--- src/rtl/cplx_pkg.sv ---
// Shared types and helpers for the complex datapath blocks.
// Padded AXIS widths, accumulator sizing, rounding modes, saturation.
package cplx_pkg;

  localparam int RND_TRUNC   = 0;
  localparam int RND_HALF_UP = 1;
  localparam int SAT_MAX_W   = 128;

  function automatic int axis_w(input int w);
    return ((w * 2 + 15) / 16) * 16;
  endfunction

  function automatic int acc_w(
    input int iw,
    input int len_log2
  );
    return iw + len_log2;
  endfunction

  // {below signed ow-bit min, above signed ow-bit max}
  function automatic logic [1:0] sat_flags(
    input logic signed [SAT_MAX_W-1:0] v,
    input int                          ow
  );
    logic signed [SAT_MAX_W-1:0] one;
    logic signed [SAT_MAX_W-1:0] hi;
    logic signed [SAT_MAX_W-1:0] lo;
    one = SAT_MAX_W'(1);
    hi  = (one <<< (ow - 1)) - one;
    lo  = -(one <<< (ow - 1));
    return {v < lo, v > hi};
  endfunction

endpackage

--- src/rtl/complex_accumulator_if.sv ---
// AXI-Stream style bundle between the accumulator and its neighbours.
// slave is the accumulator side, master is the producer/consumer side.
interface complex_accumulator_if
  import cplx_pkg::*;
#(
  parameter int INPUT_WIDTH  = 32,
  parameter int OUTPUT_WIDTH = 32,
  parameter int LEN_LOG2     = 10
);
  localparam int IN_W  = axis_w(INPUT_WIDTH);
  localparam int OUT_W = axis_w(OUTPUT_WIDTH);

  logic [LEN_LOG2-1:0] acc_length;
  logic [IN_W-1:0]     s_axis_in_tdata;
  logic                s_axis_in_tvalid;
  logic                s_axis_in_tready;
  logic [OUT_W-1:0]    m_axis_dout_tdata;
  logic                m_axis_dout_tvalid;
  logic                m_axis_dout_tready;
  logic [1:0]          m_axis_dout_tuser;

  modport master (
    output acc_length,
    output s_axis_in_tdata,
    output s_axis_in_tvalid,
    input  s_axis_in_tready,
    input  m_axis_dout_tdata,
    input  m_axis_dout_tvalid,
    output m_axis_dout_tready,
    input  m_axis_dout_tuser
  );

  modport slave (
    input  acc_length,
    input  s_axis_in_tdata,
    input  s_axis_in_tvalid,
    output s_axis_in_tready,
    output m_axis_dout_tdata,
    output m_axis_dout_tvalid,
    input  m_axis_dout_tready,
    output m_axis_dout_tuser
  );

endinterface

--- src/rtl/cplx_round_sat.sv ---
// Round, arithmetic shift and saturate for one signed component.
// Sum is widened by one bit so the rounding constant cannot wrap.
module cplx_round_sat
  import cplx_pkg::*;
#(
  parameter int ACC_W        = 42,
  parameter int OUTPUT_WIDTH = 32,
  parameter int OUTPUT_SHIFT = 10,
  parameter int ROUND_MODE   = 0
) (
  input  logic signed [ACC_W-1:0]        i_sum,
  output logic signed [OUTPUT_WIDTH-1:0] o_val,
  output logic                           o_clip
);

  localparam int RND_SH =
    (OUTPUT_SHIFT > 0) ? OUTPUT_SHIFT - 1 : 0;
  localparam logic signed [ACC_W:0] RND =
    (ROUND_MODE == RND_HALF_UP && OUTPUT_SHIFT > 0)
      ? ((ACC_W + 1)'(1) << RND_SH) : '0;
  localparam logic signed [OUTPUT_WIDTH-1:0] MAX_V =
    {1'b0, {(OUTPUT_WIDTH - 1){1'b1}}};
  localparam logic signed [OUTPUT_WIDTH-1:0] MIN_V =
    {1'b1, {(OUTPUT_WIDTH - 1){1'b0}}};

  logic signed [ACC_W:0]       w_ext;
  logic signed [ACC_W:0]       w_shift;
  logic signed [SAT_MAX_W-1:0] w_wide;
  logic [1:0]                  w_sat;

  assign w_ext   = {i_sum[ACC_W-1], i_sum};
  assign w_shift = (w_ext + RND) >>> OUTPUT_SHIFT;
  assign w_wide  = SAT_MAX_W'(w_shift);
  assign w_sat   = sat_flags(w_wide, OUTPUT_WIDTH);
  assign o_clip  = |w_sat;

  // clamp to the output range when the shifted sum falls outside it
  always_comb begin
    o_val = w_wide[OUTPUT_WIDTH-1:0];
    unique case (1'b1)
      w_sat[1]: o_val = MIN_V;
      w_sat[0]: o_val = MAX_V;
      default:  ;
    endcase
  end

endmodule

--- src/rtl/complex_accumulator.sv ---
// Complex integrate-and-dump: sums len products, emits scaled sum.
// Stage A holds the raw frame sum, stage B the rounded/saturated output.
module complex_accumulator
  import cplx_pkg::*;
#(
  parameter int INPUT_WIDTH  = 32,
  parameter int OUTPUT_WIDTH = 32,
  parameter int LEN_LOG2     = 10,
  parameter int OUTPUT_SHIFT = 10,
  parameter int ROUND_MODE   = 0
) (
  input logic                  aclk,
  input logic                  areset,
  complex_accumulator_if.slave bus
);

  localparam int IN_W  = axis_w(INPUT_WIDTH);
  localparam int OUT_W = axis_w(OUTPUT_WIDTH);
  localparam int ACC_W = acc_w(INPUT_WIDTH, LEN_LOG2);
  localparam int HALF  = OUT_W / 2;

  logic signed [INPUT_WIDTH-1:0]  w_in_re;
  logic signed [INPUT_WIDTH-1:0]  w_in_im;
  logic signed [ACC_W-1:0]        w_sum_re;
  logic signed [ACC_W-1:0]        w_sum_im;
  logic signed [ACC_W-1:0]        r_acc_re;
  logic signed [ACC_W-1:0]        r_acc_im;
  logic signed [ACC_W-1:0]        r_dump_re;
  logic signed [ACC_W-1:0]        r_dump_im;
  logic [LEN_LOG2-1:0]            r_count;
  logic [LEN_LOG2-1:0]            r_len;
  logic [LEN_LOG2-1:0]            w_len;
  logic                           r_dump_valid;
  logic                           w_ready;
  logic                           w_accept;
  logic                           w_last;
  logic                           w_b_load;
  logic signed [OUTPUT_WIDTH-1:0] w_out_re;
  logic signed [OUTPUT_WIDTH-1:0] w_out_im;
  logic                           w_clip_re;
  logic                           w_clip_im;
  logic [OUT_W-1:0]               r_out_data;
  logic                           r_out_valid;
  logic [1:0]                     r_out_user;

  assign w_in_re = bus.s_axis_in_tdata[INPUT_WIDTH-1:0];
  assign w_in_im = bus.s_axis_in_tdata[IN_W/2 +: INPUT_WIDTH];

  assign w_ready  = !(r_dump_valid && r_out_valid &&
                      !bus.m_axis_dout_tready);
  assign w_accept = bus.s_axis_in_tvalid && w_ready;
  assign w_b_load = r_dump_valid &&
                    (!r_out_valid || bus.m_axis_dout_tready);

  assign w_len = (r_count != '0) ? r_len :
                 (bus.acc_length == '0) ? LEN_LOG2'(1) :
                 bus.acc_length;
  assign w_last = w_accept &&
                  (r_count == w_len - LEN_LOG2'(1));

  assign w_sum_re = r_acc_re + ACC_W'(w_in_re);
  assign w_sum_im = r_acc_im + ACC_W'(w_in_im);

  assign bus.s_axis_in_tready   = w_ready;
  assign bus.m_axis_dout_tdata  = r_out_data;
  assign bus.m_axis_dout_tvalid = r_out_valid;
  assign bus.m_axis_dout_tuser  = r_out_user;

  // integrate samples; clear on the last one so frames abut
  always_ff @(posedge aclk) begin
    if (areset) begin
      r_acc_re <= '0;
      r_acc_im <= '0;
      r_count  <= '0;
      r_len    <= '0;
    end else if (w_accept) begin
      if (r_count == '0) r_len <= w_len;
      if (w_last) begin
        r_acc_re <= '0;
        r_acc_im <= '0;
        r_count  <= '0;
      end else begin
        r_acc_re <= w_sum_re;
        r_acc_im <= w_sum_im;
        r_count  <= r_count + LEN_LOG2'(1);
      end
    end
  end

  // stage A: raw frame sum, overwritten if B takes the old one
  always_ff @(posedge aclk) begin
    if (areset) begin
      r_dump_re    <= '0;
      r_dump_im    <= '0;
      r_dump_valid <= 1'b0;
    end else if (w_last) begin
      r_dump_re    <= w_sum_re;
      r_dump_im    <= w_sum_im;
      r_dump_valid <= 1'b1;
    end else if (w_b_load) begin
      r_dump_valid <= 1'b0;
    end
  end

  cplx_round_sat #(
    .ACC_W        (ACC_W),
    .OUTPUT_WIDTH (OUTPUT_WIDTH),
    .OUTPUT_SHIFT (OUTPUT_SHIFT),
    .ROUND_MODE   (ROUND_MODE)
  ) u_rs_re (
    .i_sum  (r_dump_re),
    .o_val  (w_out_re),
    .o_clip (w_clip_re)
  );

  cplx_round_sat #(
    .ACC_W        (ACC_W),
    .OUTPUT_WIDTH (OUTPUT_WIDTH),
    .OUTPUT_SHIFT (OUTPUT_SHIFT),
    .ROUND_MODE   (ROUND_MODE)
  ) u_rs_im (
    .i_sum  (r_dump_im),
    .o_val  (w_out_im),
    .o_clip (w_clip_im)
  );

  // stage B: output register, held until the consumer accepts
  always_ff @(posedge aclk) begin
    if (areset) begin
      r_out_data  <= '0;
      r_out_valid <= 1'b0;
      r_out_user  <= '0;
    end else if (w_b_load) begin
      r_out_data  <= {HALF'(w_out_im), HALF'(w_out_re)};
      r_out_valid <= 1'b1;
      r_out_user  <= {w_clip_im, w_clip_re};
    end else if (bus.m_axis_dout_tready) begin
      r_out_valid <= 1'b0;
    end
  end

endmodule
--- src/flat_wrapper.sv ---
// flat-port wrapper written by rule: the top's interface ports become plain ports
module complex_accumulator_flat import cplx_pkg::*;
#(
  parameter int INPUT_WIDTH  = 32,
  parameter int OUTPUT_WIDTH = 32,
  parameter int LEN_LOG2     = 10,
  parameter int OUTPUT_SHIFT = 10,
  parameter int ROUND_MODE   = 0
)
  (aclk, areset, bus_acc_length, bus_s_axis_in_tdata, bus_s_axis_in_tvalid, bus_s_axis_in_tready, bus_m_axis_dout_tdata, bus_m_axis_dout_tvalid, bus_m_axis_dout_tready, bus_m_axis_dout_tuser);
  complex_accumulator_if #(.INPUT_WIDTH(INPUT_WIDTH), .OUTPUT_WIDTH(OUTPUT_WIDTH), .LEN_LOG2(LEN_LOG2)) bus_i ();
  input logic aclk;
  input logic areset;
  input wire logic [$bits(bus_i.acc_length)-1:0] bus_acc_length;
  input wire logic [$bits(bus_i.s_axis_in_tdata)-1:0] bus_s_axis_in_tdata;
  input wire logic [$bits(bus_i.s_axis_in_tvalid)-1:0] bus_s_axis_in_tvalid;
  output wire logic [$bits(bus_i.s_axis_in_tready)-1:0] bus_s_axis_in_tready;
  output wire logic [$bits(bus_i.m_axis_dout_tdata)-1:0] bus_m_axis_dout_tdata;
  output wire logic [$bits(bus_i.m_axis_dout_tvalid)-1:0] bus_m_axis_dout_tvalid;
  input wire logic [$bits(bus_i.m_axis_dout_tready)-1:0] bus_m_axis_dout_tready;
  output wire logic [$bits(bus_i.m_axis_dout_tuser)-1:0] bus_m_axis_dout_tuser;
  assign bus_i.acc_length = bus_acc_length;
  assign bus_i.s_axis_in_tdata = bus_s_axis_in_tdata;
  assign bus_i.s_axis_in_tvalid = bus_s_axis_in_tvalid;
  assign bus_s_axis_in_tready = bus_i.s_axis_in_tready;
  assign bus_m_axis_dout_tdata = bus_i.m_axis_dout_tdata;
  assign bus_m_axis_dout_tvalid = bus_i.m_axis_dout_tvalid;
  assign bus_i.m_axis_dout_tready = bus_m_axis_dout_tready;
  assign bus_m_axis_dout_tuser = bus_i.m_axis_dout_tuser;
  complex_accumulator #(.INPUT_WIDTH(INPUT_WIDTH), .OUTPUT_WIDTH(OUTPUT_WIDTH), .LEN_LOG2(LEN_LOG2), .OUTPUT_SHIFT(OUTPUT_SHIFT), .ROUND_MODE(ROUND_MODE)) u_core (.aclk(aclk), .areset(areset), .bus(bus_i));
endmodule
--- config.mk ---
export PLATFORM = sky130hd
export DESIGN_NAME = complex_accumulator_flat
export DESIGN_NICKNAME = d
export VERILOG_FILES = /design/src/rtl/cplx_pkg.sv /design/src/rtl/complex_accumulator_if.sv /design/src/rtl/cplx_round_sat.sv /design/src/rtl/complex_accumulator.sv /design/src/flat_wrapper.sv
export SDC_FILE = /design/constraint.sdc
export NUM_CORES = 1
export LEC_CHECK = 0
export CORE_MARGIN = 1.5
export CORE_UTILIZATION = 30
export CTS_BUF_LIST = sky130_fd_sc_hd__clkbuf_2 sky130_fd_sc_hd__clkbuf_4 sky130_fd_sc_hd__clkbuf_8
export DETAILED_ROUTE_END_ITERATION = 16
export GPL_ROUTABILITY_DRIVEN = 0
export HOLD_SLACK_MARGIN = 0.1
export SLEW_MARGIN = 20
export SYNTH_ARGS = -nofsm -noshare
export SYNTH_HDL_FRONTEND = slang
export SYNTH_HIERARCHICAL = 1
export SYNTH_SLANG_ARGS = --single-unit
--- constraint.sdc ---
create_clock -name aclk -period 5.4 [get_ports aclk]
set_clock_uncertainty 0.1 [all_clocks]
set_input_delay 0.54 -clock aclk [delete_from_list [all_inputs] [get_ports aclk]]
set_output_delay 0.54 -clock aclk [all_outputs]
set_load 0.005 [all_outputs]
### Word-level counts from Yosys, hierarchy flattened

Index checks and enable logic that the tools add are counted.

* add/subtract/negate cells: 4
* order comparisons: 4
* equal/unequal tests: 1
* mux-type cells: 11
* reduce and logical (&&, ||, !) cells: 17

Operators by type and width (count)
* case mux 32 bit (2 select lines): 2
* adder 42 x 32 -> 42 bit: 2
* two-way mux 42 bit: 2
* greater-than comparator 32 bit (second input constant): 2
* less-than comparator 32 bit (second input constant): 2
* two-way mux 10 bit: 3
* logical NOT 10 bit: 2
* adder 10 x 1 -> 10 bit (second input constant): 1
* equality test 10 bit: 1
* nonzero test 10 bit: 1
* subtractor 10 x 1 -> 10 bit (second input constant): 1
* logical AND 1 bit: 5
* two-way mux 1 bit: 4
* nonzero test 2 bit: 2
* OR reduction 2 bit: 2
* logical NOT 1 bit: 3
* AND reduction 2 bit: 1
* logical OR 1 bit: 1

* flip-flop bits (word level): 256
* bits of input ports: 78
* logic and storage cells: 47

### Logic depth before layout (Yosys ltp)

Gate-level depths: netlist (run 1).

* depth in word-level cells: 7
* mapped depth: 19

### Modules after synthesis

The synthesis (run 1) kept the hierarchy.

Modules (own cells, without submodules)
* complex_accumulator: instances 1, cells an instance 1750, area each 13849.5 sq um
* cplx_round_sat: instances 2, cells an instance 34, area each 131.4 sq um

### Least setup slack after synthesis (run 1)

Ideal clock, no wire load.

* path type: register to register
* start: register u_core.r_count[0]
* end: register u_core.r_acc_re[41]
* arrival time: 3.606 ns
* required time: 5.238 ns
* path slack: 1.632 ns
* stages on the path, launching flop included: 19
* path buffers: 4
* clock period less this slack: 3.768 ns
* cell sequence: dfxtp_1 -> inv_1 -> ha_1 -> or4b_1 -> clkbuf_1 -> nor3_4 -> buf_4 -> mux2i_1 -> ha_1 -> nand2b_1 -> mux2i_1 -> a21oi_1 -> or3_1 -> nand3_1 -> and4bb_1 -> buf_6 -> buf_6 -> a211o_1 -> nand3_1

* longest elaborated chain between the ends: 6

RTL lines
* start: declaration: line complex_accumulator.sv:30 `logic [LEN_LOG2-1:0] r_count;`
* start signal: assignment: line complex_accumulator.sv:85 `r_count <= r_count + LEN_LOG2'(1);`
* nonzero test 10 bit: line complex_accumulator.sv:55 `assign w_len = (r_count != '0) ? r_len :`
* two-way mux 10 bit: line complex_accumulator.sv:55
* subtractor 10 x 1 -> 10 bit: line complex_accumulator.sv:59 `(r_count == w_len - LEN_LOG2'(1));`
* equality test 10 bit *: line complex_accumulator.sv:59
* logical AND 1 bit *: line complex_accumulator.sv:58 `assign w_last = w_accept &&`
* two-way mux 42 bit *: line complex_accumulator.sv:78 `if (w_last) begin`
* end signal: assignment: line complex_accumulator.sv:83 `r_acc_re <= w_sum_re;`
* end: declaration: line complex_accumulator.sv:26 `logic signed [ACC_W-1:0] r_acc_re;`

Mark *: on every way between the ends. The rest lies on a longest branch, timed or not.
A chain may end at the register's enable or synchronous reset.

### Final worst setup path (run 1)

* start: register u_core.r_count[0]
* end: register u_core.r_acc_im[39]

* longest elaborated chain between the ends: 6

RTL lines
* nonzero test 10 bit: line complex_accumulator.sv:55
* two-way mux 10 bit: line complex_accumulator.sv:55
* subtractor 10 x 1 -> 10 bit: line complex_accumulator.sv:59
* equality test 10 bit *: line complex_accumulator.sv:59
* logical AND 1 bit *: line complex_accumulator.sv:58
* two-way mux 42 bit *: line complex_accumulator.sv:78
* end signal: assignment: line complex_accumulator.sv:84 `r_acc_im <= w_sum_im;`
* end: declaration: line complex_accumulator.sv:27 `logic signed [ACC_W-1:0] r_acc_im;`

Marks and branches as above.

==> impl_metrics.xml, run 1 <==
<?xml version="1.0" encoding="UTF-8"?>
<metrics>
  <group name="worst_setup_path">
    <metric name="worstPathRequired" unit="ns">5.82</metric>
    <metric name="cpMaxStageDelayCell" unit="">or4b_1</metric>
    <metric name="critical_path.max_stage_delay" unit="ns">0.61</metric>
    <metric name="crit_family" unit="">simple AND/OR/NAND/NOR gates</metric>
    <metric name="path_cells" unit="">inv_1 -&gt; ha_1 -&gt; or4b_1 -&gt; nor3_4 -&gt; buf_4 -&gt; mux2i_1 -&gt; ha_1 -&gt; nand2b_1 -&gt; mux2i_1 -&gt; a21oi_1 -&gt; or3_1 -&gt; nand3_1 -&gt; nand3b_4 -&gt; nand2_4 -&gt; nor2_4 -&gt; a22o_1</metric>
    <metric name="crit_buf_inv" unit="">2</metric>
    <metric name="criticalPathCategory" unit="">reg2reg</metric>
    <metric name="cp_data_arrival_time" unit="ns">4.96</metric>
    <metric name="end_kind" unit="">register</metric>
    <metric name="path_max_fanout" unit="">26</metric>
    <metric name="worst_setup_path_start_kind" unit="">register</metric>
  </group>
  <group name="sta">
    <metric name="hold_viol" unit="">0</metric>
    <metric name="maxSlewViolCount" unit="">0</metric>
    <metric name="report.final.setup_viol" unit="">0</metric>
    <metric name="final.min_clock_period" unit="ns">4.54</metric>
    <metric name="min_period_over_period" unit="">0.840</metric>
    <metric name="unrepaired_setup_endpoints_after_global_routing" unit="">false</metric>
    <metric name="achievable-frequency" unit="MHz">220</metric>
    <metric name="worst_slew_pin_slew" unit="ns">0.912</metric>
    <metric name="setup_tns" unit="ns">0</metric>
    <metric name="slew_headroom" unit="">0.391</metric>
  </group>
  <group name="die">
    <metric name="initial_utilization" unit="">0.304</metric>
    <metric name="core.rowCount" unit="">77</metric>
    <metric name="coreArea" unit="sq mm">0.0442</metric>
    <metric name="ioPinCount" unit="">146</metric>
    <metric name="overall_die_area" unit="sq mm">0.0461</metric>
    <metric name="die_w" unit="um">215</metric>
    <metric name="floorplan.die.height" unit="um">215</metric>
  </group>
  <group name="layout">
    <metric name="area_delta_synth_final" unit="%">19.2</metric>
    <metric name="final_design_area_no_fill" unit="sq mm">0.0160</metric>
    <metric name="design.final.nets" unit="">1944</metric>
    <metric name="filler_cell_count" unit="">4578</metric>
    <metric name="seq_area" unit="sq mm">0.00472</metric>
    <metric name="num_antenna_cells" unit="">0</metric>
    <metric name="multiInputGateArea" unit="sq mm">0.00789</metric>
    <metric name="final_layout_size_suffix_gt1_frac" unit="">0.0674</metric>
  </group>
  <group name="drt">
    <metric name="avgRoutedWirePerCell" unit="um">16.0</metric>
    <metric name="detail-route-antenna-nets" unit="">0</metric>
    <metric name="drt-initial-drc-count" unit="">735</metric>
    <metric name="via_count" unit="">12300</metric>
    <metric name="wirelength" unit="um">38500</metric>
    <metric name="routed_via_density" unit="">5.11</metric>
    <metric name="firstDrtPassIters" unit="">5</metric>
    <metric name="drt_drc_violations_left" unit="">0</metric>
  </group>
  <group name="power_and_ir_drop">
    <metric name="peak_vdd_ir" unit="mV">0.200</metric>
    <metric name="power_density" unit="mW/mm^2">327</metric>
    <metric name="leakage_power_total" unit="nW">6.17</metric>
    <metric name="total_power" unit="mW">5.25</metric>
  </group>
  <group name="placement">
    <metric name="place.detailed.hpwl" unit="um">27000</metric>
    <metric name="port-buffer-count" unit="">145</metric>
    <metric name="placement.cell_area" unit="sq mm">0.0151</metric>
  </group>
  <group name="clock_network">
    <metric name="clock_latency" unit="ns">0.60</metric>
    <metric name="htreeDepth" unit="">2</metric>
    <metric name="cts.path.max_buffers" unit="">3</metric>
    <metric name="cts_hold_buffers" unit="">0</metric>
    <metric name="clock_sink_count" unit="">236</metric>
    <metric name="tritoncts" unit="">done</metric>
    <metric name="cts_setup_buffers" unit="">0</metric>
    <metric name="ctsRootBufferMaster" unit="">clkbuf_8</metric>
    <metric name="post_cts_clock_slew_at_the_launch_and_capture_registers_of_the_worst_setup_and_hold_paths" unit="ns">0.05</metric>
    <metric name="post_cts.resized_instances" unit="">0</metric>
    <metric name="tritoncts.num_buffers" unit="">44</metric>
  </group>
  <group name="global_routing">
    <metric name="grt_first_pass_wirelength" unit="um">62600</metric>
    <metric name="grt_start_max_net_pins" unit="">74</metric>
    <metric name="global_route.usage.total" unit="">0.165</metric>
    <metric name="vias_in_the_first_global_route" unit="">12000</metric>
    <metric name="antenna_found_initial" unit="">0</metric>
    <metric name="grt.overflow.total" unit="">0</metric>
  </group>
  <group name="synth">
    <metric name="syn-mean-instance-area" unit="sq um">7.74</metric>
    <metric name="synthesis.yosys.warnings" unit="">6</metric>
    <metric name="syn_nets" unit="">1905</metric>
    <metric name="syn_area" unit="sq mm">0.0135</metric>
    <metric name="synthesis.instances" unit="">1740</metric>
  </group>
  <group name="status">
    <metric name="status" unit="">completed</metric>
  </group>
  <group name="job">
    <metric name="max_cap_violations" unit="">0</metric>
  </group>
  <group name="worst_hold_path">
    <metric name="holdCritPathClass" unit="">in2reg</metric>
  </group>
</metrics>
final timing paths:
path,startpoint,to,slack (ns),depth (start not counted)
max,u_core/r_count[0],u_core/r_acc_im[39],0.86,16
min,areset,u_core/r_dump_re[32],0.28,2
max reg2reg,u_core/r_count[0],u_core/r_acc_im[39],0.86,16
min reg2reg,u_core/r_dump_im[19],u_core/bus.m_axis_dout_tdata[41],0.35,2
routing by layer:
metal | vias up | track usage | routed length (um)
met1 | 5743 | 0.213 | 17700
li1 | 6118 | - | -
met3 | 65 | 0.0350 | 2180
met4 | 0 | 0.0535 | 1020
met2 | 345 | 0.273 | 17500
met5 | - | 0 | 0
layout make-up:
class	count	area share
tap	592	0.0462
inverter	40	0.00952
multi-input combinational	1299	0.492
clock inverter	19	0.0140
clock buffer	59	0.0475
timing repair buffer	158	0.0966
sequential	236	0.295
power breakdown:
| part | switching (mW) | total, mW | internal [mW] | leakage (nW) |
|---|---|---|---|---|
| combinational | 0.798 | 1.37 | 0.577 | 3.73 |
| sequential | 0.0631 | 1.91 | 1.85 | 1.92 |
| clock | 0.802 | 1.96 | 1.16 | 0.521 |
| total | 1.66 | 5.25 | 3.58 | 6.17 |
registers in the layout, indices dropped and copies added, names as in the netlist, 2 cells and up:
| name | cells |
|---|---|
| u_core/r_dump_im | 32 |
| u_core/bus.m_axis_dout_tuser | 2 |
| u_core/r_count | 10 |
| u_core/bus.m_axis_dout_tdata | 64 |
| u_core/r_acc_im | 42 |
| u_core/r_dump_re | 32 |
| u_core/r_acc_re | 42 |
| u_core/r_len | 10 |
worst register-to-register path, stage by stage (launching register included):
cell and delay [ns]:
dfxtp_1 0.34, inv_1 0.11, ha_1 0.17, or4b_1 0.61
nor3_4 0.44, buf_4 0.25, mux2i_1 0.20, ha_1 0.25
nand2b_1 0.07, mux2i_1 0.18, a21oi_1 0.08, or3_1 0.34
nand3_1 0.10, nand3b_4 0.26, nand2_4 0.15, nor2_4 0.57
a22o_1 0.24
stage by stage:
step	util	instances	setup WS, ns	hold WS [ns]
after floorplan	-	1740	1.63	0.326
after global placement	0.340	2325	0.974	0.341
final	0.363	2403	0.861	0.279
after detailed placement	0.340	2325	0.894	0.345
after global routing	0.363	2403	0.551	0.267
after CTS	0.363	2403	0.888	0.240
cells in the final DEF, fill, tap and decap left out, types with 17 or more instances in the layout:
cell / count
a21o_1: 35
a211oi_1: 17
clkbuf_8: 51
nand3_1: 71
mux2i_1: 21
dfxtp_1: 236
clkdlybuf4s50_1: 144
nor3_1: 17
xnor2_1: 69
ha_1: 85
xor2_1: 21
a21oi_1: 251
a22o_1: 25
o21ai_0: 45
inv_1: 38
nand2_1: 343
nor2_1: 91
(Power assumes the default switching activity.)
==> run 2: changes to the inputs <==
clock period = 3.7 ns   (was 5.4 ns; I/O delays follow)
==> impl_metrics.xml, run 2 (synthesized netlist as in run 1, its figures left out) <==
<?xml version="1.0" encoding="UTF-8"?>
<metrics>
  <group name="power_and_ir_drop">
    <metric name="clock_power_share" unit="">0.352</metric>
    <metric name="power_frac_comb" unit="">0.292</metric>
    <metric name="power_density" unit="mW/mm^2">451</metric>
    <metric name="switchingPower" unit="mW">2.53</metric>
    <metric name="peak_vdd_ir" unit="mV">0.293</metric>
    <metric name="net_switching_fraction_of_the_power" unit="">0.322</metric>
    <metric name="sequentialPowerShare" unit="">0.356</metric>
    <metric name="cellInternalPower" unit="mW">5.32</metric>
    <metric name="total_power" unit="mW">7.85</metric>
    <metric name="leakage_power_total" unit="nW">6.88</metric>
  </group>
  <group name="worst_setup_path">
    <metric name="worstPathRequired" unit="ns">4.08</metric>
    <metric name="critical_path.max_stage_delay" unit="ns">0.49</metric>
    <metric name="setup.reg_to_reg.worst_slack" unit="ns">-0.008</metric>
    <metric name="crit_top_cell" unit="">mux2i_2</metric>
    <metric name="worst_setup_path_start_kind" unit="">register</metric>
    <metric name="end_kind" unit="">register</metric>
    <metric name="cp_data_arrival_time" unit="ns">4.09</metric>
    <metric name="crit_buf_inv" unit="">3</metric>
    <metric name="worst-r2r-cell-count" unit="">17</metric>
    <metric name="path_max_fanout" unit="">13</metric>
    <metric name="worstSetupPathDepth" unit="">17</metric>
    <metric name="criticalPathCategory" unit="">reg2reg</metric>
    <metric name="path_cells" unit="">inv_2 -&gt; ha_4 -&gt; or4b_4 -&gt; nor3_4 -&gt; mux2i_2 -&gt; ha_2 -&gt; nand2_2 -&gt; mux2i_2 -&gt; and4_1 -&gt; or3_4 -&gt; nand3_1 -&gt; nand3b_4 -&gt; buf_4 -&gt; nand2_4 -&gt; nor2_4 -&gt; buf_12 -&gt; a22o_1</metric>
    <metric name="crit_family" unit="">simple AND/OR/NAND/NOR gates</metric>
    <metric name="worstReg2RegEnd" unit="">u_core/r_acc_im[31]</metric>
    <metric name="r2r_start" unit="">u_core/r_count[0]</metric>
    <metric name="cpMaxStageDelayCell" unit="">or4b_4</metric>
  </group>
  <group name="clock_network">
    <metric name="clock_latency" unit="ns">0.60</metric>
    <metric name="tritoncts" unit="">done</metric>
    <metric name="clock_sink_count" unit="">236</metric>
    <metric name="cts.path.max_buffers" unit="">3</metric>
    <metric name="htreeDepth" unit="">2</metric>
    <metric name="ctsRootBufferMaster" unit="">clkbuf_8</metric>
    <metric name="cts_hold_buffers" unit="">0</metric>
    <metric name="post_cts_clock_slew_at_the_launch_and_capture_registers_of_the_worst_setup_and_hold_paths" unit="ns">0.06</metric>
    <metric name="tritoncts.num_buffers" unit="">43</metric>
  </group>
  <group name="sta">
    <metric name="final.min_clock_period" unit="ns">3.71</metric>
    <metric name="hold_viol" unit="">0</metric>
    <metric name="report.final.setup_viol" unit="">2</metric>
    <metric name="postLayoutSetupSlackWorst" unit="ns">-0.00815</metric>
    <metric name="achievable-frequency" unit="MHz">270</metric>
    <metric name="maxSlewViolCount" unit="">0</metric>
    <metric name="slew_headroom" unit="">0.309</metric>
    <metric name="worst_slew_pin_slew" unit="ns">1.04</metric>
    <metric name="unrepaired_setup_endpoints_after_global_routing" unit="">true</metric>
    <metric name="min_period_over_period" unit="">1.00</metric>
    <metric name="setup_tns" unit="ns">-0.0101</metric>
  </group>
  <group name="layout">
    <metric name="final_cell_count_no_fill" unit="">2529</metric>
    <metric name="largest_register_ffs" unit="">64</metric>
    <metric name="area_delta_synth_final" unit="%">29.3</metric>
    <metric name="num_antenna_cells" unit="">0</metric>
    <metric name="final_layout_size_suffix_gt1_frac" unit="">0.151</metric>
    <metric name="design.final.nets" unit="">2068</metric>
    <metric name="most-common-layout-cells" unit="">339 x nand2_1, 241 x a21oi_1, 234 x dfxtp_1</metric>
    <metric name="final_design_area_no_fill" unit="sq mm">0.0174</metric>
    <metric name="layout_commonest_cell" unit="">nand2_1</metric>
    <metric name="final_core_utilization" unit="">0.394</metric>
  </group>
  <group name="drt">
    <metric name="routed_via_density" unit="">5.07</metric>
    <metric name="detail-route-antenna-nets" unit="">0</metric>
    <metric name="firstDrtPassIters" unit="">5</metric>
    <metric name="wirelength" unit="um">40400</metric>
    <metric name="drt_drc_violations_left" unit="">0</metric>
    <metric name="via_count" unit="">12800</metric>
    <metric name="avgRoutedWirePerCell" unit="um">16.0</metric>
    <metric name="drt-initial-drc-count" unit="">772</metric>
  </group>
  <group name="placement">
    <metric name="place.detailed.hpwl" unit="um">27900</metric>
    <metric name="port-buffer-count" unit="">145</metric>
    <metric name="dp_cells" unit="">2429</metric>
    <metric name="placement.cell_area" unit="sq mm">0.0159</metric>
  </group>
  <group name="die">
    <metric name="die_w" unit="um">215</metric>
    <metric name="ioPinCount" unit="">146</metric>
    <metric name="overall_die_area" unit="sq mm">0.0461</metric>
    <metric name="coreArea" unit="sq mm">0.0442</metric>
    <metric name="core.rowCount" unit="">77</metric>
    <metric name="initial_utilization" unit="">0.304</metric>
    <metric name="floorplan.die.height" unit="um">215</metric>
  </group>
  <group name="status">
    <metric name="status" unit="">finished, violations left</metric>
    <metric name="violations" unit="">setup timing</metric>
  </group>
  <group name="global_routing">
    <metric name="grt_start_max_net_pins" unit="">121</metric>
    <metric name="grt_first_pass_wirelength" unit="um">64000</metric>
    <metric name="vias_in_the_first_global_route" unit="">12300</metric>
    <metric name="global_route.usage.total" unit="">0.169</metric>
    <metric name="grt.overflow.total" unit="">0</metric>
    <metric name="antenna_found_initial" unit="">0</metric>
  </group>
  <group name="job">
    <metric name="max_cap_violations" unit="">0</metric>
  </group>
  <group name="worst_hold_path">
    <metric name="holdCritPathClass" unit="">in2reg</metric>
    <metric name="hold_path_depth" unit="">2</metric>
    <metric name="hold-path-endpoint" unit="">u_core/r_dump_im[37]</metric>
    <metric name="holdCritStartpoint" unit="">areset</metric>
  </group>
</metrics>
run 2: cell type report:
type / count / area, sq um
repair buffers: 282 / 2730
multi-input cells: 1300 / 8100
clock buffers: 66 / 833
clock inverters: 13 / 123
fillers: 4496 / 26800
well taps: 592 / 741
inverters: 40 / 158
flip-flops and latches: 236 / 4730
run 2: power by group through the flow:
stage | Sequential, mW | Combinational [mW] | Clock (mW)
6_report | 2.79 | 2.29 | 2.76
5_1_grt | 2.81 | 2.53 | 2.96
4_1_cts | 2.79 | 2.21 | 2.85
3_5_place_dp | 2.84 | 2.16 | 0
3_3_place_gp | 2.83 | 2.13 | 0
2_1_floorplan | 2.81 | 1.52 | 0
run 2: routing by layer:
layer	part of all wire	global-route usage	vias up
met5	0	0	-
met3	0.054	0.0334	75
met1	0.47	0.224	5989
li1	-	-	6379
met4	0.032	0.0685	0
met2	0.45	0.270	367
run 2: through the flow:
step                hold WS (ns)  setup slack [ns]
CTS                        0.225          0.000515
floorplan                  0.326            0.0156
global placement           0.338            -0.272
detailed placement         0.343            -0.260
finish                     0.183          -0.00815
global route               0.287            -0.185
run 2: worst max-delay path by stage:
stage / startpoint / endpoint / slack (ns)
3_5_place_dp: bus_s_axis_in_tdata[40] / u_core/r_dump_im[29] / -0.26
2_1_floorplan: u_core/r_count[3] / u_core/r_acc_re[41] / 0.02
5_1_grt: u_core/r_count[0] / u_core/r_acc_im[23] / -0.18
3_3_place_gp: bus_s_axis_in_tdata[42] / u_core/r_dump_im[29] / -0.27
6_report: u_core/r_count[0] / u_core/r_acc_im[31] / -0.008
4_1_cts: u_core/r_count[0] / u_core/r_acc_im[23] / 0.0005
run 2: what timing repair did:
action / 4_1_cts / 5_1_grt
setup buffers: 10 / 7
gates resized for setup: 6 / 65
gates cloned: 1 / 3
pin swaps: 6 / 19
setup endpoints to repair: 78 / 159
==> patch 1: new RTL, settings of run 1 <==
`OUTPUT_SHIFT` is set to 10 in 3 places; all go to 8.
--- a/src/rtl/cplx_round_sat.sv
+++ b/src/rtl/cplx_round_sat.sv
@@ -6,5 +6,5 @@
   parameter int ACC_W        = 42,
   parameter int OUTPUT_WIDTH = 32,
-  parameter int OUTPUT_SHIFT = 10,
+  parameter int OUTPUT_SHIFT = 8,
   parameter int ROUND_MODE   = 0
 ) (
--- a/src/rtl/complex_accumulator.sv
+++ b/src/rtl/complex_accumulator.sv
@@ -7,5 +7,5 @@
   parameter int OUTPUT_WIDTH = 32,
   parameter int LEN_LOG2     = 10,
-  parameter int OUTPUT_SHIFT = 10,
+  parameter int OUTPUT_SHIFT = 8,
   parameter int ROUND_MODE   = 0
 ) (
--- a/src/flat_wrapper.sv
+++ b/src/flat_wrapper.sv
@@ -5,5 +5,5 @@
   parameter int OUTPUT_WIDTH = 32,
   parameter int LEN_LOG2     = 10,
-  parameter int OUTPUT_SHIFT = 10,
+  parameter int OUTPUT_SHIFT = 8,
   parameter int ROUND_MODE   = 0
 )
Function: changed (a bounded check fails within 4 cycles, from zero or initial values and one cycle with areset high).
==> patch 1 against run 1 <==
Sequential cell count increased by 4. Final area increased by 8.9%. Synthesized area up 9.7%. Setup slack better by 0.057 ns. Clock power increased by 5%. Total power is 3.2% higher. Routed wire length increased by 9.9%.
==> patch 1: results (changes against run 1) <==
stage,metric,value,unit,change
yosys,Synthesized Nets,2083,,+9.3%
detailed_routing,Wirelength per Cell,15.7,um,-1.8%
setup_path,Arrival @ worst endpoint,4.88,ns,-0.08 ns
layout,max reg flops,64,,unchanged
setup_path,"Max FO, Critical Path",28,,+7.7%
place,IO Port Bufs,145,,unchanged
cts,H-tree Lvls,2,,unchanged
cts,clock root cell,clkbuf_8,,
detailed_routing,initial drt markers,823,,+12%
layout,diode count,0,,unchanged
cts,post-CTS resize count,0,,unchanged
setup_path,Worst path max stage delay,0.61,ns,about the same
setup_path,Critical-path top delay cell,or4b_1,,
grt,first-pass GRT wire length,68.6,mm,+9.6%
sta,Final Hold Vio Count,0,,unchanged
power,Peak VDD IR,197,uV,-1.4%
setup_path,"CP delay by family, top",simple AND/OR/NAND/NOR gates,,
detailed_routing,TritonRoute pass-1 iters,7,,+2
layout,layout cells sized above 1,0.0632,,-0.00412
yosys,warnings from Yosys,6,,unchanged
worst_hold_path,HP Class,flip-flop to flip-flop,,
grt,initial antenna violation count,1,,+1
cts,clk_lat worst skew,0.61,ns,
place,Post-DP HPWL,30.2,mm,+12%
floorplan,core area,48700,um^2,+10%
layout,nets,2154,,+11%
grt,Total GRT Usage,0.165,,+0.000536
grt,largest net degree at the start of global routing,130,,+76%
cts,"Clk pin slew, worst setup/hold paths",0.06,ns,
power,Static Leakage,6.66,nW,+8.1%
cts,total CTS buffers,47,,+6.8%
detailed_routing,DR vias,13700,,+12%
outcome,outcome,"finished, final reports clean",,
cts,Post-CTS Setup Bufs,0,,unchanged
layout,FILL cells,5049,,+10%
grt,vias in the first global route,12800,,+6.6%
cts,clk buf depth,3,,unchanged
sta,Rel. slew slack,0.299,,-0.0916
==> patch 1: worst paths after layout <==
path                                                       start                               end  slack, ns  cells after the start
worst min register to register  u_core/bus.m_axis_dout_tdata[25]  u_core/bus.m_axis_dout_tdata[25]       0.35                      2
worst max register to register                 u_core/r_count[0]              u_core/r_dump_im[36]       0.92                     14
worst min-delay path            u_core/bus.m_axis_dout_tdata[25]  u_core/bus.m_axis_dout_tdata[25]       0.35                      2
worst max-delay path                           u_core/r_count[0]              u_core/r_dump_im[36]       0.92                     14
==> patch 1: through the flow <==
| step | cell area [um^2] | setup WS, ns | power (mW) | utilization | instances |
|---|---|---|---|---|---|
| after detailed placement | 16400 | 0.934 | 3.38 | 0.337 | 2604 |
| after CTS | 17500 | 0.930 | 5.46 | 0.358 | 2688 |
| after global placement | 16400 | 0.987 | 3.36 | 0.336 | 2603 |
| final | 17500 | 0.919 | 5.41 | 0.358 | 2688 |
| after global routing | 17500 | 0.742 | 5.72 | 0.358 | 2688 |
| after floorplan | 14800 | 1.63 | 3.01 | - | 1918 |
==> patch 1: final cells by class <==
type / count / area (um^2) / area share
timing repair buffer: 157 / 1570 / 0.0897
clock inverter: 22 / 233 / 0.0133
inverter: 42 / 160 / 0.00917
sequential: 240 / 4810 / 0.275
tap: 664 / 831 / 0.0476
multi-input combinational: 1501 / 9050 / 0.518
clock buffer: 62 / 822 / 0.0471
==> patch 1: metal layers <==
metal	vias to the layer above	part of all wire	global-route usage
met2	380	0.42	0.249
met1	6297	0.50	0.239
li1	6965	-	-
met4	2	0.017	0.0424
met3	62	0.061	0.0329
met5	-	0.00021	0
==> patch 1: worst register-to-register path: stages (launching register included) <==
cell and delay, ns:
dfxtp_1 0.34, inv_1 0.10, ha_1 0.17, or4b_1 0.61
nor3_4 0.39, buf_4 0.27, mux2_2 0.37, or4b_1 0.54
nand3_2 0.13, nand3_1 0.07, and4bb_2 0.43, buf_4 0.34
inv_2 0.11, and3_1 0.19, a31o_2 0.20
==> patch 1: power by group <==
part,leakage (nW),switching [mW],internal [mW]
clock network,0.557,0.855,1.19
logic,4.16,0.838,0.582
registers,1.95,0.0674,1.88
total,6.66,1.76,3.65
==> patch 2: new RTL, config.mk and constraints of run 1 <==
Made on the original files. Make the reset (`areset`) asynchronous in 3 clocked blocks.
--- a/src/rtl/complex_accumulator.sv
+++ b/src/rtl/complex_accumulator.sv
@@ -68,5 +68,5 @@
 
   // integrate samples; clear on the last one so frames abut
-  always_ff @(posedge aclk) begin
+  always_ff @(posedge aclk or posedge areset) begin
     if (areset) begin
       r_acc_re <= '0;
@@ -89,5 +89,5 @@
 
   // stage A: raw frame sum, overwritten if B takes the old one
-  always_ff @(posedge aclk) begin
+  always_ff @(posedge aclk or posedge areset) begin
     if (areset) begin
       r_dump_re    <= '0;
@@ -126,5 +126,5 @@
 
   // stage B: output register, held until the consumer accepts
-  always_ff @(posedge aclk) begin
+  always_ff @(posedge aclk or posedge areset) begin
     if (areset) begin
       r_out_data  <= '0;
Behaviour: differs if areset is asserted again (counterexample within 4 cycles, from zero or initial values and one cycle with areset high); with areset held inactive, the same outputs for 4 cycles.
==> patch 2 against run 1 <==
Sequential cell count stayed put. Die area rose by 3.7%. Worst hold slack gained 0.088 ns. Synthesized area is 3.8% higher. Non-clock buffer count shrank 3. Setup slack got worse by 0.22 ns. Routed wire length shrank 8.5%. Final area increased by 3.9%. Utilization grew 0.23 points.
Power is not compared: it rests on default switching activity, and its combinational part moved more than twofold at a synthesized area within 25%.
==> patch 2: results (changes against run 1) <==
stage,metric,value,unit,change
outcome,outcome,"finished, final reports clean",,
power,Int Pwr,5.18,mW,
cts,H-tree Lvls,2,,unchanged
yosys,Synthesized Nets,1639,,-14%
grt,first-pass GRT wire length,58.2,mm,-6.9%
detailed_routing,TritonRoute pass-1 iters,5,,unchanged
grt,largest net degree at the start of global routing,153,,+110%
detailed_routing,DR vias,10900,,-11%
place,IO Port Bufs,145,,unchanged
yosys,warnings from Yosys,6,,unchanged
grt,initial antenna violation count,0,,unchanged
sta,Slew @ Worst Pin,1.15,ns,+0.242 ns
worst_hold_path,HP Class,flip-flop to flip-flop,,
setup_path,Critical-path top delay cell,and3_4,,
cts,clk_lat worst skew,0.61,ns,
layout,diode count,0,,unchanged
layout,FILL cells,4661,,+1.8%
grt,Total GRT Usage,0.151,,-0.0141
detailed_routing,Wirelength per Cell,16.2,um,+1.2%
cts,clock root cell,clkbuf_8,,
power,PwrDens,523,nW/um^2,
place,Post-DP HPWL,25.0,mm,-7.2%
setup_path,Worst path max stage delay,0.52,ns,-0.09 ns
layout,layout cells sized above 1,0.116,,+0.0484
cts,Post-CTS Setup Bufs,0,,unchanged
setup_path,Arrival @ worst endpoint,5.09,ns,+0.13 ns
cts,"Clk pin slew, worst setup/hold paths",0.06,ns,
cts,post-CTS resize count,0,,unchanged
layout,max reg flops,64,,unchanged
cts,clk buf depth,3,,unchanged
place,DP Area,15800,um^2,+4.8%
power,Static Leakage,7.45,nW,
detailed_routing,initial drt markers,578,,-21%
power,Peak VDD IR,206,uV,
cts,total CTS buffers,43,,-2.3%
setup_path,"Max FO, Critical Path",34,,+31%
sta,setup TNS,0,ns,unchanged
layout,nets,1707,,-12%
==> patch 2: cell count changes in the layout (fill, tap and decap cells not counted), sizes merged, moves of 55 or more <==
cell	change
a21oi	-168
dfrtp	+236
nand3	-55
dfxtp	-236
o21ai	+77
nand2	-135
o31ai	+64
mux2	+83
==> patch 2: cell type report <==
cell class / count / area share
Multi-Input combinational cell: 1076 / 0.446
Sequential cell: 236 / 0.354
Timing Repair Buffer: 155 / 0.0938
Clock buffer: 62 / 0.0467
Tap cell: 600 / 0.0450
Clock inverter: 13 / 0.00743
Inverter: 30 / 0.00698
==> patch 2: layer usage <==
| layer | routed length, um | up-vias | GRT usage |
|---|---|---|---|
| li1 | - | 5379 | - |
| met1 | 16200 | 5271 | 0.198 |
| met2 | 16600 | 209 | 0.248 |
| met3 | 1710 | 48 | 0.0351 |
| met4 | 628 | 0 | 0.0395 |
| met5 | 0 | - | 0 |
==> patch 2: path summary, 6_finish.rpt <==
kind,from,to,slack (ns),cells past startpoint
setup reg to reg,u_core/r_count[0],u_core/r_acc_im[13],0.64,14
hold / removal,u_core/r_dump_re[41],u_core/r_dump_re[41],0.37,2
min in group asynchronous,areset,u_core/bus.m_axis_dout_tdata[51],0.40,3
max in group asynchronous,areset,u_core/r_acc_im[10],3.79,4
setup / recovery,u_core/r_count[0],u_core/r_acc_im[13],0.64,14
hold reg to reg,u_core/r_dump_re[41],u_core/r_dump_re[41],0.37,2
==> patch 2: power by group through the flow <==
| stage | logic (mW) | registers, mW | clock network [mW] |
|---|---|---|---|
| 2_1_floorplan | 3.37 | 2.67 | 0 |
| 4_1_cts | 4.14 | 2.80 | 1.87 |
| 5_1_grt | 4.69 | 2.87 | 1.96 |
| 3_3_place_gp | 4.03 | 2.80 | 0 |
| 3_5_place_dp | 4.12 | 2.81 | 0 |
| 6_report | 4.15 | 2.79 | 1.79 |
==> patch 2: through the flow <==
| step | setup slack [ns] | power [mW] | cells | hold WS [ns] |
|---|---|---|---|---|
| after CTS | 0.583 | 8.81 | 2172 | 0.373 |
| after global routing | 0.154 | 9.53 | 2172 | 0.397 |
| final | 0.636 | 8.73 | 2172 | 0.367 |
| after floorplan | 1.46 | 6.03 | 1474 | 0.337 |
| after detailed placement | 0.604 | 6.94 | 2097 | 0.358 |
| after global placement | 0.628 | 6.83 | 2097 | 0.357 |
==> patch 2: worst max-delay path: cells and delay by family (launching register included) <==
family | cells | cell delay, ns
AND/OR/NAND/NOR | 4 | 1.58
AO/OA/AOI/OAI | 4 | 0.98
flip-flops | 1 | 0.45
multiplexers | 1 | 0.35
adder cells (fa/ha/maj) | 2 | 0.48
buffers and inverters | 3 | 0.60
